$ cat src/rtl/load_store_unit.sv
// rtl/load_store_unit.sv - multi-cycle load/store unit with lane steering and misaligned split
module load_store_unit #(
    parameter int XLEN               = 32,
    parameter int SUPPORT_MISALIGNED = 1
) (
    input  logic              clk,
    input  logic              reset,
    input  logic              req_valid,
    output logic              req_ready,
    input  logic              req_is_store,
    input  logic [2:0]        req_funct3,
    input  logic [XLEN-1:0]   req_addr,
    input  logic [XLEN-1:0]   req_wdata,
    output logic              resp_valid,
    output logic [XLEN-1:0]   resp_rdata,
    output logic              resp_fault,
    output logic              mem_req_valid,
    input  logic              mem_req_ready,
    output logic              mem_we,
    output logic [XLEN-1:0]   mem_addr,
    output logic [XLEN-1:0]   mem_wdata,
    output logic [XLEN/8-1:0] mem_wmask,
    input  logic              mem_rvalid,
    input  logic [XLEN-1:0]   mem_rdata
);
    localparam int NB = XLEN / 8;
    localparam int OW = $clog2(NB);
    localparam int LW = 2 * NB;

    typedef enum logic [2:0] {IDLE, REQ0, WAIT0, REQ1, WAIT1, RESP} state_t;
    state_t state, state_next;

    logic            is_store_q;
    logic [2:0]      funct3_q;
    logic [XLEN-1:0] addr_q;
    logic [XLEN-1:0] wdata_q;
    logic [XLEN-1:0] rdata0_q;
    logic [XLEN-1:0] rdata1_q;
    logic            fault_q;

    logic [3:0]      req_size;
    logic [OW-1:0]   req_size_m1;
    logic            req_illegal;
    logic            req_fault;

    // Classify the incoming request: illegal encodings and, without split support, any misalignment
    always_comb begin
        req_size    = 4'd1 << req_funct3[1:0];
        req_size_m1 = OW'(req_size - 4'd1);
        if (req_is_store) begin
            req_illegal = req_funct3[2] || (XLEN == 32 && req_funct3[1:0] == 2'b11);
        end else begin
            req_illegal = (req_funct3 == 3'b111) ||
                          (XLEN == 32 && (req_funct3 == 3'b011 || req_funct3 == 3'b110));
        end
        req_fault = req_illegal ||
                    (SUPPORT_MISALIGNED == 0 && (req_addr[OW-1:0] & req_size_m1) != '0);
    end

    logic [3:0]      size;
    logic [OW-1:0]   off;
    logic [4:0]      span;
    logic            split;
    logic [OW+2:0]   shamt;
    logic [LW-1:0]   lanes;
    logic [XLEN-1:0] wrot;
    logic [XLEN-1:0] wbeat0;
    logic [XLEN-1:0] wbeat1;
    logic [XLEN-1:0] raw;
    logic [XLEN-1:0] lowmask;
    logic [XLEN-1:0] load_ext;
    logic [6:0]      nbits;
    logic            sign;
    logic [XLEN-1:0] base_addr;

    // Lane steering for writes and little-endian assembly/extension for reads, from latched operands
    always_comb begin
        size   = 4'd1 << funct3_q[1:0];
        off    = addr_q[OW-1:0];
        span   = 5'(off) + 5'(size);
        split  = span > 5'(NB);
        shamt  = {off, 3'b000};
        // Byte enables over a two-word window; low half is beat 0, high half is beat 1
        lanes  = ((LW'(1) << size) - LW'(1)) << off;
        wrot   = XLEN'(({wdata_q, wdata_q} << shamt) >> XLEN);
        wbeat0 = '0;
        wbeat1 = '0;
        for (int i = 0; i < NB; i++) begin
            wbeat0[8*i +: 8] = lanes[i]      ? wrot[8*i +: 8] : 8'h00;
            wbeat1[8*i +: 8] = lanes[NB + i] ? wrot[8*i +: 8] : 8'h00;
        end
        raw      = XLEN'({rdata1_q, rdata0_q} >> shamt);
        nbits    = {size, 3'b000};
        lowmask  = (int'(nbits) >= XLEN) ? '1 : ((XLEN'(1) << nbits) - XLEN'(1));
        sign     = |(raw & (XLEN'(1) << (nbits - 7'd1)));
        load_ext = (raw & lowmask) | ((sign && !funct3_q[2]) ? ~lowmask : '0);
        base_addr = {addr_q[XLEN-1:OW], {OW{1'b0}}};
    end

    // State register; reset aborts any beat in flight
    always_ff @(posedge clk or posedge reset) begin
        if (reset) begin
            state <= IDLE;
        end else begin
            state <= state_next;
        end
    end

    // Next-state and all outputs; every output is a pure function of state and latched operands
    always_comb begin
        state_next    = state;
        req_ready     = 1'b0;
        resp_valid    = 1'b0;
        resp_rdata    = '0;
        resp_fault    = 1'b0;
        mem_req_valid = 1'b0;
        mem_we        = 1'b0;
        mem_addr      = '0;
        mem_wdata     = '0;
        mem_wmask     = '0;
        case (state)
            IDLE: begin
                req_ready = 1'b1;
                if (req_valid) state_next = req_fault ? RESP : REQ0;
            end
            REQ0: begin
                mem_req_valid = 1'b1;
                mem_we        = is_store_q;
                mem_addr      = base_addr;
                if (is_store_q) begin
                    mem_wdata = wbeat0;
                    mem_wmask = lanes[NB-1:0];
                end
                if (mem_req_ready) begin
                    if (!is_store_q) state_next = WAIT0;
                    else             state_next = split ? REQ1 : RESP;
                end
            end
            WAIT0: begin
                if (mem_rvalid) state_next = split ? REQ1 : RESP;
            end
            REQ1: begin
                mem_req_valid = 1'b1;
                mem_we        = is_store_q;
                mem_addr      = base_addr + XLEN'(NB);
                if (is_store_q) begin
                    mem_wdata = wbeat1;
                    mem_wmask = lanes[LW-1:NB];
                end
                if (mem_req_ready) state_next = is_store_q ? RESP : WAIT1;
            end
            WAIT1: begin
                if (mem_rvalid) state_next = RESP;
            end
            RESP: begin
                resp_valid = 1'b1;
                resp_fault = fault_q;
                resp_rdata = (fault_q || is_store_q) ? '0 : load_ext;
                state_next = IDLE;
            end
            default: state_next = IDLE;
        endcase
    end

    // Operand latch on accept and read-data capture per beat
    always_ff @(posedge clk or posedge reset) begin
        if (reset) begin
            is_store_q <= 1'b0;
            funct3_q   <= '0;
            addr_q     <= '0;
            wdata_q    <= '0;
            fault_q    <= 1'b0;
            rdata0_q   <= '0;
            rdata1_q   <= '0;
        end else begin
            if (state == IDLE && req_valid) begin
                is_store_q <= req_is_store;
                funct3_q   <= req_funct3;
                addr_q     <= req_addr;
                wdata_q    <= req_wdata;
                fault_q    <= req_fault;
            end
            if (state == WAIT0 && mem_rvalid) rdata0_q <= mem_rdata;
            if (state == WAIT1 && mem_rvalid) rdata1_q <= mem_rdata;
        end
    end
endmodule
$ cat config.mk
export PLATFORM = sky130hd
export DESIGN_NAME = load_store_unit
export DESIGN_NICKNAME = d
export VERILOG_FILES = /design/src/rtl/load_store_unit.sv
export SDC_FILE = /design/constraint.sdc
export NUM_CORES = 1
export LEC_CHECK = 0
export CAP_MARGIN = 20
export CORE_MARGIN = 5
export CORE_UTILIZATION = 55
export CTS_BUF_LIST = sky130_fd_sc_hd__clkbuf_2 sky130_fd_sc_hd__clkbuf_4 sky130_fd_sc_hd__clkbuf_8
export DETAILED_ROUTE_END_ITERATION = 10
export GPL_TIMING_DRIVEN = 0
export PLACE_DENSITY = 0.89
export SLEW_MARGIN = 40
export SYNTH_ARGS = -nofsm -noshare
export SYNTH_HDL_FRONTEND = slang
export SYNTH_SLANG_ARGS = --single-unit
$ cat constraint.sdc
create_clock -name clk -period 13.15 [get_ports clk]
set_clock_uncertainty 0.05 [all_clocks]
set_input_delay 2.63 -clock clk [delete_from_list [all_inputs] [get_ports clk]]
set_output_delay 2.63 -clock clk [all_outputs]
set_load 0.03 [all_outputs]
==> qor.yml <==
start_kind: "register"
regArea_um2: 3203
clkTransAtPathRegs_ps: 90
most-common-layout-cells: "clkdlybuf4s50_1, dfrtp_1, mux2_2"
period_minus_slack_ps: 6949
post_drt_wl_per_cell_um: 21.86
p_comb_frac: 0.563
cts_resized: 0
cp_common_cell: "clkbuf_1"
finalSetupTns_ps: 0
die_area_um2: 17120
antenna_found_initial: 1
start_util: 0.5568
final_core_util: 0.7454
antenna_left: 0
yosysWarnings: 0
core_area_um2: 14420
root_buffer: "clkbuf_8"
synth_top_area_share: 0.3988
place.gp.congestion: 0.9207
floorplan.rows: 44
drive_gt1_frac: 0.2338
worst_r2r_endpoint: "state[2]"
cp-end-kind: "output port"
fp.dieW_um: 130.8
swShare: 0.4386
portBuffers: 207
fillers: 993
crit_slowest_cell: "clkdlybuf4s50_1"
firstDrtPassIters: 7
ys_ff_latch: 128
finalPower_mw: 2.579
hold-worst-slack_ps: 462.0
peakVddDrop_mv: 0.1345
wl_mm: 25.36
path_cells: "clkbuf_1 -> clkbuf_1 -> nor2_1 -> ha_1 -> a32o_1 -> o311ai_2 -> buf_1 -> o21ai_0 -> clkdlybuf4s50_1"
setup_violations: 0
dp_hpwl_mm: 18.34
cap_violations: 0
grt_remaining_overflow: 0
synth_edf_count: 0
grt_pass1_wl_mm: 39.03
grt_usage: 0.2986
final_common_cell: "clkdlybuf4s50_1"
die_y_um: 130.8
grt_pass1_vias: 7199
report.final.slew_viol_count: 0
period_share: 0.5284
viasPerCell: 6.321
synth_area_per_cell_um2: 10.94
clock.fmax_mhz: 143.9
grt_max_degree: 69
rsz0062_at_grt: "no"
cts_sinks: 128
status: "finished, final reports clean"
critical_path.top_delay_family: "buffers and inverters"
vias: 7332
yosysSeqAreaShare: 0.3988
crit_fanout: 10
synth_area_leader_cell: "dfrtp_1"
path_buf_inv: 4
endpoint: "resp_rdata[29]"
worst_slew_pin_slew_ps: 841.7
p_int_mw: 1.448
cts_max_level: 4
cp.required_ps: 10470
hold_viol: 0
power_density_nw_per_um2: 239.9
path_depth: 9
yosysUniqueCellTypes: 57
syn_inst: 734
r2r-start: "funct3_q[1]"
power_leakage_nw: 4.184
area_growth_pct: 33.87
max_stage_delay_ps: 640
arrival_ps: 4270
pwr-share-seq: 0.310
cts_tree: "done"
synth_area_um2: 8031
clk-insertion-delay-late_ps: 470
first_iter_violations: 707
drc: 0
hp-class: "register to register"
layout.nets: 1071
rrSetupSlack_ps: 10150
cts_max_path_buffers: 2
async_reset_ff_frac: 1.000
slew_headroom: 0.4337
p_switching_mw: 1.131
synthTopCellsByArea: "dfrtp_1, mux2_2, mux4_2, mux2i_1, o21ai_0"
rr_worst_depth: 9
p_clk_frac: 0.127
cts_hold_buf: 0
cts_buffers: 17
multi_input_area_um2: 4509
cp-startpoint: "funct3_q[1]"
io_pins: 210
ys.flop_type: "dfrtp_1"
criticalPathCategory: "register to output port"
cts_setup_buffers: 0
-- logic make-up after synthesis --
family | count (synthesis) | synth area share
other | 1 | 0.0004669
buffers and inverters | 77 | 0.04066
XOR/XNOR | 12 | 0.01309
multiplexers | 188 | 0.3086
AO/OA/AOI/OAI | 133 | 0.1033
flip-flops | 128 | 0.3988
adder cells (fa/ha/maj) | 4 | 0.006232
AND/OR/NAND/NOR | 191 | 0.1288
-- per-stage QoR --
stage               std cells  cell area [um2]  setup WS (ps)
floorplan                 735             8035           7057
global placement         1126            10340           5201
detailed placement       1127            10370           6828
CTS                      1159            10750           6326
global route             1160            10750           5954
finish                   1160            10750           6201
-- final cells by class --
cell class	instances	share of cell area
Multi-Input combinational cell	530	0.4194
Sequential cell	128	0.2979
Timing Repair Buffer	208	0.1953
Buffer	57	0.02351
Clock buffer	18	0.02304
Tap cell	184	0.02141
Clock inverter	14	0.01152
Inverter	20	0.007681
Antenna cell	1	0.0002327
-- worst register-to-register path, cell delays in order, from the launching register on --
cell and delay, ps:
dfrtp_1 430, clkbuf_1 230, clkbuf_1 270, nor2_1 660, ha_1 310, ha_1 250
o21a_1 180, o21ai_0 200, a41oi_1 170, o211ai_1 170
-- cells in the mapped netlist, types with 2 or more instances --
master	count
o21ai_0	43
mux2_2	127
nand3_1	13
mux2i_1	26
buf_1	9
o22ai_1	6
a211o_1	7
mux4_2	35
buf_2	18
o21a_1	2
and3_1	5
xor2_1	3
buf_4	2
and2_1	23
clkbuf_1	27
o211ai_1	2
a211oi_1	10
a31o_2	2
or3_1	5
nor2_1	34
xnor2_1	9
nand2_1	40
or4_1	11
inv_1	19
nand2b_1	3
nand4_1	4
nor3_1	9
or4b_1	2
dfrtp_1	128
nand3b_1	5
and4_1	3
nor2b_1	21
a21oi_1	36
o31ai_1	12
ha_1	4
nor4_1	7
o41ai_1	2
-- registers in the layout (all words and copies together), names as in the netlist --
name / flops
is_store_q: 1
wdata_q: 32
rdata0_q: 32
addr_q: 32
rdata1_q: 24
state: 3
funct3_q: 3
fault_q: 1
-- layer usage --
layer / part of all wire / global-route usage / vias up
li1: - / - / 3172
met1: 0.38 / 0.3808 / 3605
met2: 0.48 / 0.4818 / 481
met3: 0.11 / 0.08537 / 74
met4: 0.029 / 0.1216 / 0
met5: 0 / 0 / -
-- power by group through the flow --
stage,clock network (mW),registers [mW],logic [mW]
floorplan,0,0.725,1.04
global placement,0,0.775,1.39
detailed placement,0,0.794,1.43
CTS,0.329,0.789,1.44
global route,0.348,0.824,1.55
finish,0.329,0.799,1.45
-- how the worst min path moves through the flow --
| stage | startpoint | to | slack, ps | cells past startpoint |
|---|---|---|---|---|
| after floorplan | rdata1_q[10] | rdata1_q[10] | 420 | 1 |
| after global placement | rdata1_q[9] | rdata1_q[9] | 440 | 1 |
| after detailed placement | rdata1_q[17] | rdata1_q[17] | 450 | 1 |
| after CTS | rdata1_q[23] | rdata1_q[23] | 460 | 1 |
| after global routing | rdata1_q[17] | rdata1_q[17] | 480 | 1 |
| final | rdata1_q[23] | rdata1_q[23] | 460 | 1 |
Power figures use the tool's default switching activity.
